[src/rtl/argmax_sched_pkg.sv]
// Shared types and default sizing for the argmax scheduler and its logit bank.
package argmax_sched_pkg;

    localparam int NUM_CLASSES_DEF = 9;
    localparam int DATA_W_DEF      = 32;
    localparam int IDX_W_DEF       = 4;
    localparam int TIMEOUT_CYC_DEF = 64;

    typedef enum logic [2:0] {
        ST_IDLE,
        ST_LOAD,
        ST_CLEAR,
        ST_START,
        ST_WAIT,
        ST_RESULT
    } state_t;

    typedef enum logic [1:0] {
        ERR_NONE    = 2'd0,
        ERR_LENGTH  = 2'd1,
        ERR_TIMEOUT = 2'd2
    } err_code_t;

endpackage

[src/rtl/argmax_sched_logit_bank.sv]
// Write-indexed logit register file with a flattened read view (entry 0 in the LSBs).
module argmax_sched_logit_bank
    import argmax_sched_pkg::*;
#(
    parameter int NUM_CLASSES = NUM_CLASSES_DEF,
    parameter int DATA_W      = DATA_W_DEF,
    parameter int IDX_W       = IDX_W_DEF
) (
    input  logic                          clk,
    input  logic                          resetn,
    input  logic                          wr_en,
    input  logic [IDX_W-1:0]              wr_idx,
    input  logic [DATA_W-1:0]             wr_data,
    output logic [NUM_CLASSES*DATA_W-1:0] rd_flat
);

    generate
        for (genvar gi = 0; gi < NUM_CLASSES; gi++) begin : g_entry
            logic [DATA_W-1:0] entry_q;
            logic [DATA_W-1:0] entry_d;

            always_comb begin
                entry_d = entry_q;
                if (wr_en && (wr_idx == IDX_W'(gi))) begin
                    entry_d = wr_data;
                end
            end

            always_ff @(posedge clk) begin
                if (!resetn) begin
                    entry_q <= '0;
                end else begin
                    entry_q <= entry_d;
                end
            end

            assign rd_flat[gi*DATA_W +: DATA_W] = entry_q;
        end
    endgenerate

endmodule

[src/rtl/argmax_sched.sv]
// Collects one frame of logits, runs the shared argmax engine and returns the winner.
// Defining ARGMAX_SCORE_OUT_EN adds res_score, the winning logit value.
module argmax_sched
    import argmax_sched_pkg::*;
#(
    parameter int NUM_CLASSES = NUM_CLASSES_DEF,
    parameter int DATA_W      = DATA_W_DEF,
    parameter int IDX_W       = IDX_W_DEF,
    parameter int TIMEOUT_CYC = TIMEOUT_CYC_DEF
) (
    input  logic                          clk,
    input  logic                          resetn,
    input  logic                          s_valid,
    output logic                          s_ready,
    input  logic [DATA_W-1:0]             s_data,
    input  logic                          s_last,
    output logic                          am_resetn,
    output logic                          am_start,
    output logic [NUM_CLASSES*DATA_W-1:0] am_data,
    input  logic                          am_done,
    input  logic [IDX_W-1:0]              am_index,
    output logic                          res_valid,
    input  logic                          res_ready,
    output logic [IDX_W-1:0]              res_class,
    output logic                          res_error,
`ifdef ARGMAX_SCORE_OUT_EN
    output logic [DATA_W-1:0]             res_score,
`endif
    output logic                          busy
);

    localparam int TO_W = $clog2(TIMEOUT_CYC);
    localparam logic [IDX_W-1:0] FULL_CNT = IDX_W'(NUM_CLASSES);
    localparam logic [IDX_W-1:0] LAST_CNT = IDX_W'(NUM_CLASSES - 1);
    localparam logic [TO_W-1:0]  TO_LAST  = TO_W'(TIMEOUT_CYC - 1);

    state_t            state_q, state_d;
    logic [IDX_W-1:0]  count_q, count_d;
    logic              ovf_q, ovf_d;
    logic [TO_W-1:0]   to_cnt_q, to_cnt_d;
    logic [IDX_W-1:0]  class_q, class_d;
    err_code_t         err_q, err_d;
    logic              wr_en;
    logic              clear_pulse;
    logic              start_pulse;

`ifdef ARGMAX_SCORE_OUT_EN
    logic [DATA_W-1:0] score_q, score_d, sel_score;

    always_comb begin
        sel_score = '0;
        for (int i = 0; i < NUM_CLASSES; i++) begin
            if (am_index == IDX_W'(i)) begin
                sel_score = am_data[i*DATA_W +: DATA_W];
            end
        end
    end

    always_ff @(posedge clk) begin
        if (!resetn) begin
            score_q <= '0;
        end else begin
            score_q <= score_d;
        end
    end

    assign res_score = score_q;
`endif

    argmax_sched_logit_bank #(
        .NUM_CLASSES (NUM_CLASSES),
        .DATA_W      (DATA_W),
        .IDX_W       (IDX_W)
    ) u_bank (
        .clk     (clk),
        .resetn  (resetn),
        .wr_en   (wr_en),
        .wr_idx  (count_q),
        .wr_data (s_data),
        .rd_flat (am_data)
    );

    always_comb begin
        state_d     = state_q;
        count_d     = count_q;
        ovf_d       = ovf_q;
        to_cnt_d    = to_cnt_q;
        class_d     = class_q;
        err_d       = err_q;
`ifdef ARGMAX_SCORE_OUT_EN
        score_d     = score_q;
`endif
        s_ready     = 1'b0;
        wr_en       = 1'b0;
        clear_pulse = 1'b0;
        start_pulse = 1'b0;
        res_valid   = 1'b0;

        case (state_q)
            ST_IDLE, ST_LOAD: begin
                s_ready = resetn;
                if (s_valid && s_ready) begin
                    state_d = ST_LOAD;
                    // Beats past a full bank are swallowed but poison the frame.
                    if (count_q == FULL_CNT) begin
                        ovf_d = 1'b1;
                    end else begin
                        wr_en   = 1'b1;
                        count_d = count_q + IDX_W'(1);
                    end
                    if (s_last) begin
                        if (!ovf_q && (count_q == LAST_CNT)) begin
                            state_d = ST_CLEAR;
                        end else begin
                            state_d = ST_RESULT;
                            class_d = '0;
                            err_d   = ERR_LENGTH;
`ifdef ARGMAX_SCORE_OUT_EN
                            score_d = '0;
`endif
                        end
                    end
                end
            end
            ST_CLEAR: begin
                // The engine's done flag is sticky, so it is cleared before every run.
                clear_pulse = 1'b1;
                state_d     = ST_START;
            end
            ST_START: begin
                start_pulse = 1'b1;
                to_cnt_d    = '0;
                state_d     = ST_WAIT;
            end
            ST_WAIT: begin
                if (am_done) begin
                    class_d = am_index;
                    err_d   = ERR_NONE;
`ifdef ARGMAX_SCORE_OUT_EN
                    score_d = sel_score;
`endif
                    state_d = ST_RESULT;
                end else if (to_cnt_q == TO_LAST) begin
                    class_d = '0;
                    err_d   = ERR_TIMEOUT;
`ifdef ARGMAX_SCORE_OUT_EN
                    score_d = '0;
`endif
                    state_d = ST_RESULT;
                end else begin
                    to_cnt_d = to_cnt_q + TO_W'(1);
                end
            end
            ST_RESULT: begin
                res_valid = 1'b1;
                if (res_ready) begin
                    state_d = ST_IDLE;
                    count_d = '0;
                    ovf_d   = 1'b0;
                end
            end
            default: state_d = ST_IDLE;
        endcase
    end

    always_ff @(posedge clk) begin
        if (!resetn) begin
            state_q  <= ST_IDLE;
            count_q  <= '0;
            ovf_q    <= 1'b0;
            to_cnt_q <= '0;
            class_q  <= '0;
            err_q    <= ERR_NONE;
        end else begin
            state_q  <= state_d;
            count_q  <= count_d;
            ovf_q    <= ovf_d;
            to_cnt_q <= to_cnt_d;
            class_q  <= class_d;
            err_q    <= err_d;
        end
    end

    assign am_resetn = resetn & ~clear_pulse;
    assign am_start  = resetn & start_pulse;
    assign res_class = class_q;
    assign res_error = (err_q != ERR_NONE);
    assign busy      = (state_q != ST_IDLE);

endmodule

[config.mk]
export PLATFORM = sky130hd
export DESIGN_NAME = argmax_sched
export DESIGN_NICKNAME = d
export VERILOG_FILES = /design/src/rtl/argmax_sched_pkg.sv /design/src/rtl/argmax_sched_logit_bank.sv /design/src/rtl/argmax_sched.sv
export SDC_FILE = /design/constraint.sdc
export NUM_CORES = 1
export LEC_CHECK = 0
export ABC_AREA = 1
export CAP_MARGIN = 10
export CORE_MARGIN = 4
export CORE_UTILIZATION = 53
export CTS_BUF_LIST = sky130_fd_sc_hd__clkbuf_8
export DETAILED_ROUTE_END_ITERATION = 8
export PLACE_DENSITY = 0.88
export SYNTH_ARGS = -nofsm -noshare
export SYNTH_HDL_FRONTEND = slang
export SYNTH_SLANG_ARGS = --single-unit
[constraint.sdc]
create_clock -name clk -period 2.2 [get_ports clk]
set_input_delay 0.22 -clock clk [delete_from_list [all_inputs] [get_ports clk]]
set_output_delay 0.22 -clock clk [all_outputs]
set_load 0.05 [all_outputs]
==> run_results.csv <==
group,metric,value,unit
hold_path,whs_path_depth,3,
worst_setup_path,path_max_fanout,7,
worst_setup_path,critical_path.max_stage_delay,0.49,ns
drt,first_pass_iters,7,
worst_setup_path,worstPathRequired,1.98,ns
global_route,grt_pass1_wl,60.0,mm
timing,fmax,0.477,GHz
pwr,combPwrFrac,0.126,
worst_setup_path,path_common_cell,"nand2_1",
logic_synthesis,yosys_warnings,0,
layout,diodes,0,
worst_setup_path,end_kind,"output pin",
pwr,cellLeakagePower,5.71,nW
layout,fin_area,15900,µm²
logic_synthesis,synth_edf_count,0,
worst_setup_path,cp_cell_sequence,"inv_2 > nand2_1 > nand2_1 > inv_1 > clkdlybuf4s15_1",
drt,wl_per_cell,18.9,µm
floorplanning,fp.dieArea,24200,µm²
worst_setup_path,path_buf_inv,3,
drt,num_vias,11600,
pwr,design_power_total,12.4,mW
layout,nets,1827,
global_route,antenna_found_initial,1,
cts,path_clk_slew,0.06,ns
drt,antenna_left,0,
timing,setup-tns-final,0,ns
cts,cts_root_buffer,"clkbuf_8",
status,status,"finished, final reports clean",
worst_setup_path,reg2regPathDepth,9,
layout,synthToLayoutAreaGrowth,38.1,%
timing,postLayoutSetupSlackWorst,0.104,ns
pwr,swShare,0.276,
logic_synthesis,synth_top_family_by_area,"simple AND/OR/NAND/NOR gates",
timing,finalMaxSlewViolations,0,
layout,layout_commonest_cell,"clkdlybuf4s50_1",
logic_synthesis,synth-compound-area-share,0.148,
floorplanning,die_h,156,µm
global_route,grt_overflow,0,
floorplanning,rows,53,
worst_setup_path,r2r_slack,0.24,ns
floorplanning,io_pins,340,
logic_synthesis,synthXorXnorAreaFrac,0.00228,
timing,whs,0.245,ns
global_route,first_global_vias,11000,
drt,wl,39.6,mm
drt,drt_iter0_markers,1235,
floorplanning,start_util,0.544,
logic_synthesis,synth_area,11500,µm²
cts,clockBufferDepth,3,
worst_setup_path,crit_type,"flip-flop to output pin",
cts,cts_tree,"done",
timing,maxSlewHeadroom,0.300,
pwr,p_seq_frac,0.468,
pwr,irDropWorstVdd,0.582,mV
logic_synthesis,synthMuxAreaShare,0,
logic_synthesis,yosysSeqAreaShare,0.534,
drt,routed_via_density,5.54,
worst_setup_path,critPathSlowestCell,"clkdlybuf4s15_1",
placement,dp.cells,2003,
logic_synthesis,synth-simple-area-share,0.229,
drt,remaining_drc_errors,0,
cts,clock_sinks,308,
timing,min_period_over_period,0.953,
cts,worstSkewPairLatency,0.56,ns
timing,max_slew.worst_pin.slew,1.05,ns
logic_synthesis,synthFlopType,"dfxtp_1",
worst_setup_path,start_kind,"flip-flop",
logic_synthesis,synth_cell_types,32,
floorplanning,dieWidth,156,µm
hold_path,min_from,"am_index[2]",
worst_setup_path,r2r-start,"count_q[1]",
floorplanning,core,21200,µm²
cts,cts-htree-levels,2,
pwr,p_sw,3.42,mW
placement,hpwl,26.0,mm
logic_synthesis,synth.avg_cell_area,7.73,µm²
global_route,globalRouteTotalUtil,0.309,
logic_synthesis,syn_inst,1494,
timing,fin_skew,0.0157,ns
logic_synthesis,synth_fa_ha_area_frac,0.00542,
worst_setup_path,reg2reg_to,"u_bank.g_entry[2].entry_q[5]",
timing,setup_viol,0,
layout,final_cell_mix,"clkdlybuf4s50_1, dfxtp_1, nor2_1",
timing,rsz0062_at_grt,"no",
layout,drive_gt1_frac,0.0737,
run,maxCapViolCount,0,
pwr,power_density,778,nW/µm²
cts,cts_buffers,49,
global_route,grt_max_degree,162,
timing,final.min_clock_period,2.10,ns
placement,dpl_cell_area,14900,µm²
placement,place_congestion,0.897,
worst_setup_path,crit_arrival,1.88,ns
placement,io_buffer_count,339,
logic_synthesis,ys_seq_elements,308,
pwr,intPower,8.98,mW
placement,place_ws,0.199,ns
hold_path,hold_path_end,"res_class[2]",
pwr,p_clk_frac,0.406,
layout,stdcell_count,2093,
worst_setup_path,cp_top_family,"buffers and inverters",
layout,utilization,0.752,
hold_path,hp-class,"input pin to flip-flop",
logic_synthesis,syn_nets,1541,
timing,hold_viol_final,0,
logic_synthesis,async_reset_ff_frac,0,
-- area by class of cell --
| cell class | instances | area (µm²) |
|---|---|---|
| Multi-Input combinational cell | 986 | 4450 |
| Clock inverter | 19 | 82.6 |
| Tap cell | 275 | 344 |
| Sequential cell | 308 | 6170 |
| Timing Repair Buffer | 371 | 3700 |
| Fill cell | 1479 | 5270 |
| Clock buffer | 70 | 963 |
| Inverter | 64 | 245 |
-- worst register-to-register path: cells and delay by family, from the launching register on --
kind	cells	cell delay (ns)
AO/OA/AOI/OAI	1	0.31
adder cells (fa/ha/maj)	1	0.23
AND/OR/NAND/NOR	4	0.41
flip-flops	1	0.39
buffers and inverters	3	0.50
-- state kept, by name (all words and copies together), names as in the netlist --
name,flops
u_bank.g_entry.entry_q,288
to_cnt_q,6
ovf_q,1
err_q,2
res_class,4
state_q,3
count_q,4
-- layer usage --
layer  up-vias  wire, µm  global-route usage
li1       5408         -                   -
met1      5352     15300               0.390
met2       695     18400               0.497
met3       138      4210              0.0774
met4         0      1790               0.152
met5         -         0                   0
-- cells by family (layout without fill, tap and decap cells) --
kind of cell	after synthesis	in the layout
and+or+nand+nor	638	638
AOI/OAI and AO/OA	340	340
DFF	308	308
buffers and inverters	200	524
adders and majority gates	5	5
xor gates and xnor gates	3	3
-- cell usage after synthesis, types with 5 or more instances --
| cell type | n | area [µm²] |
|---|---|---|
| dfxtp_1 | 308 | 6170 |
| nand2_2 | 8 | 50.1 |
| o21ai_0 | 162 | 811 |
| ha_1 | 5 | 62.6 |
| inv_1 | 56 | 210 |
| nand3_1 | 143 | 716 |
| a21oi_1 | 175 | 876 |
| buf_6 | 13 | 146 |
| inv_2 | 6 | 22.5 |
| nand2_1 | 188 | 706 |
| buf_2 | 28 | 140 |
| nor2_1 | 287 | 1080 |
| buf_4 | 13 | 97.6 |
| clkbuf_1 | 79 | 297 |
-- timing repair --
item,CTS,global route
buffers inserted,0,0
resized for setup,4,3
setup endpoints to repair,4,2
hold buffers,1,0
endpoints found under the hold margin,5,0
pin swaps,0,0
-- power by group through the flow --
stage               logic, mW  registers, mW  clock network (mW)
global placement         1.52           5.92                   0
floorplan               0.625           6.33                   0
CTS                      1.55           5.80                5.06
detailed placement       1.55           5.93                   0
finish                   1.57           5.81                5.03
global route             1.66           5.82                5.33
-- worst max-delay path by stage --
stage	start	slack, ns	cells after the start	end
final	state_q[2]	0.10	5	am_resetn
after global routing	state_q[2]	0.002	5	am_resetn
after CTS	state_q[2]	0.03	4	am_start
after detailed placement	s_valid	0.20	9	u_bank.g_entry[3].entry_q[29]
after global placement	s_valid	0.29	9	u_bank.g_entry[3].entry_q[12]
after floorplan	resetn	0.63	4	am_start
Note: power is estimated with default switching activity, not from simulation.
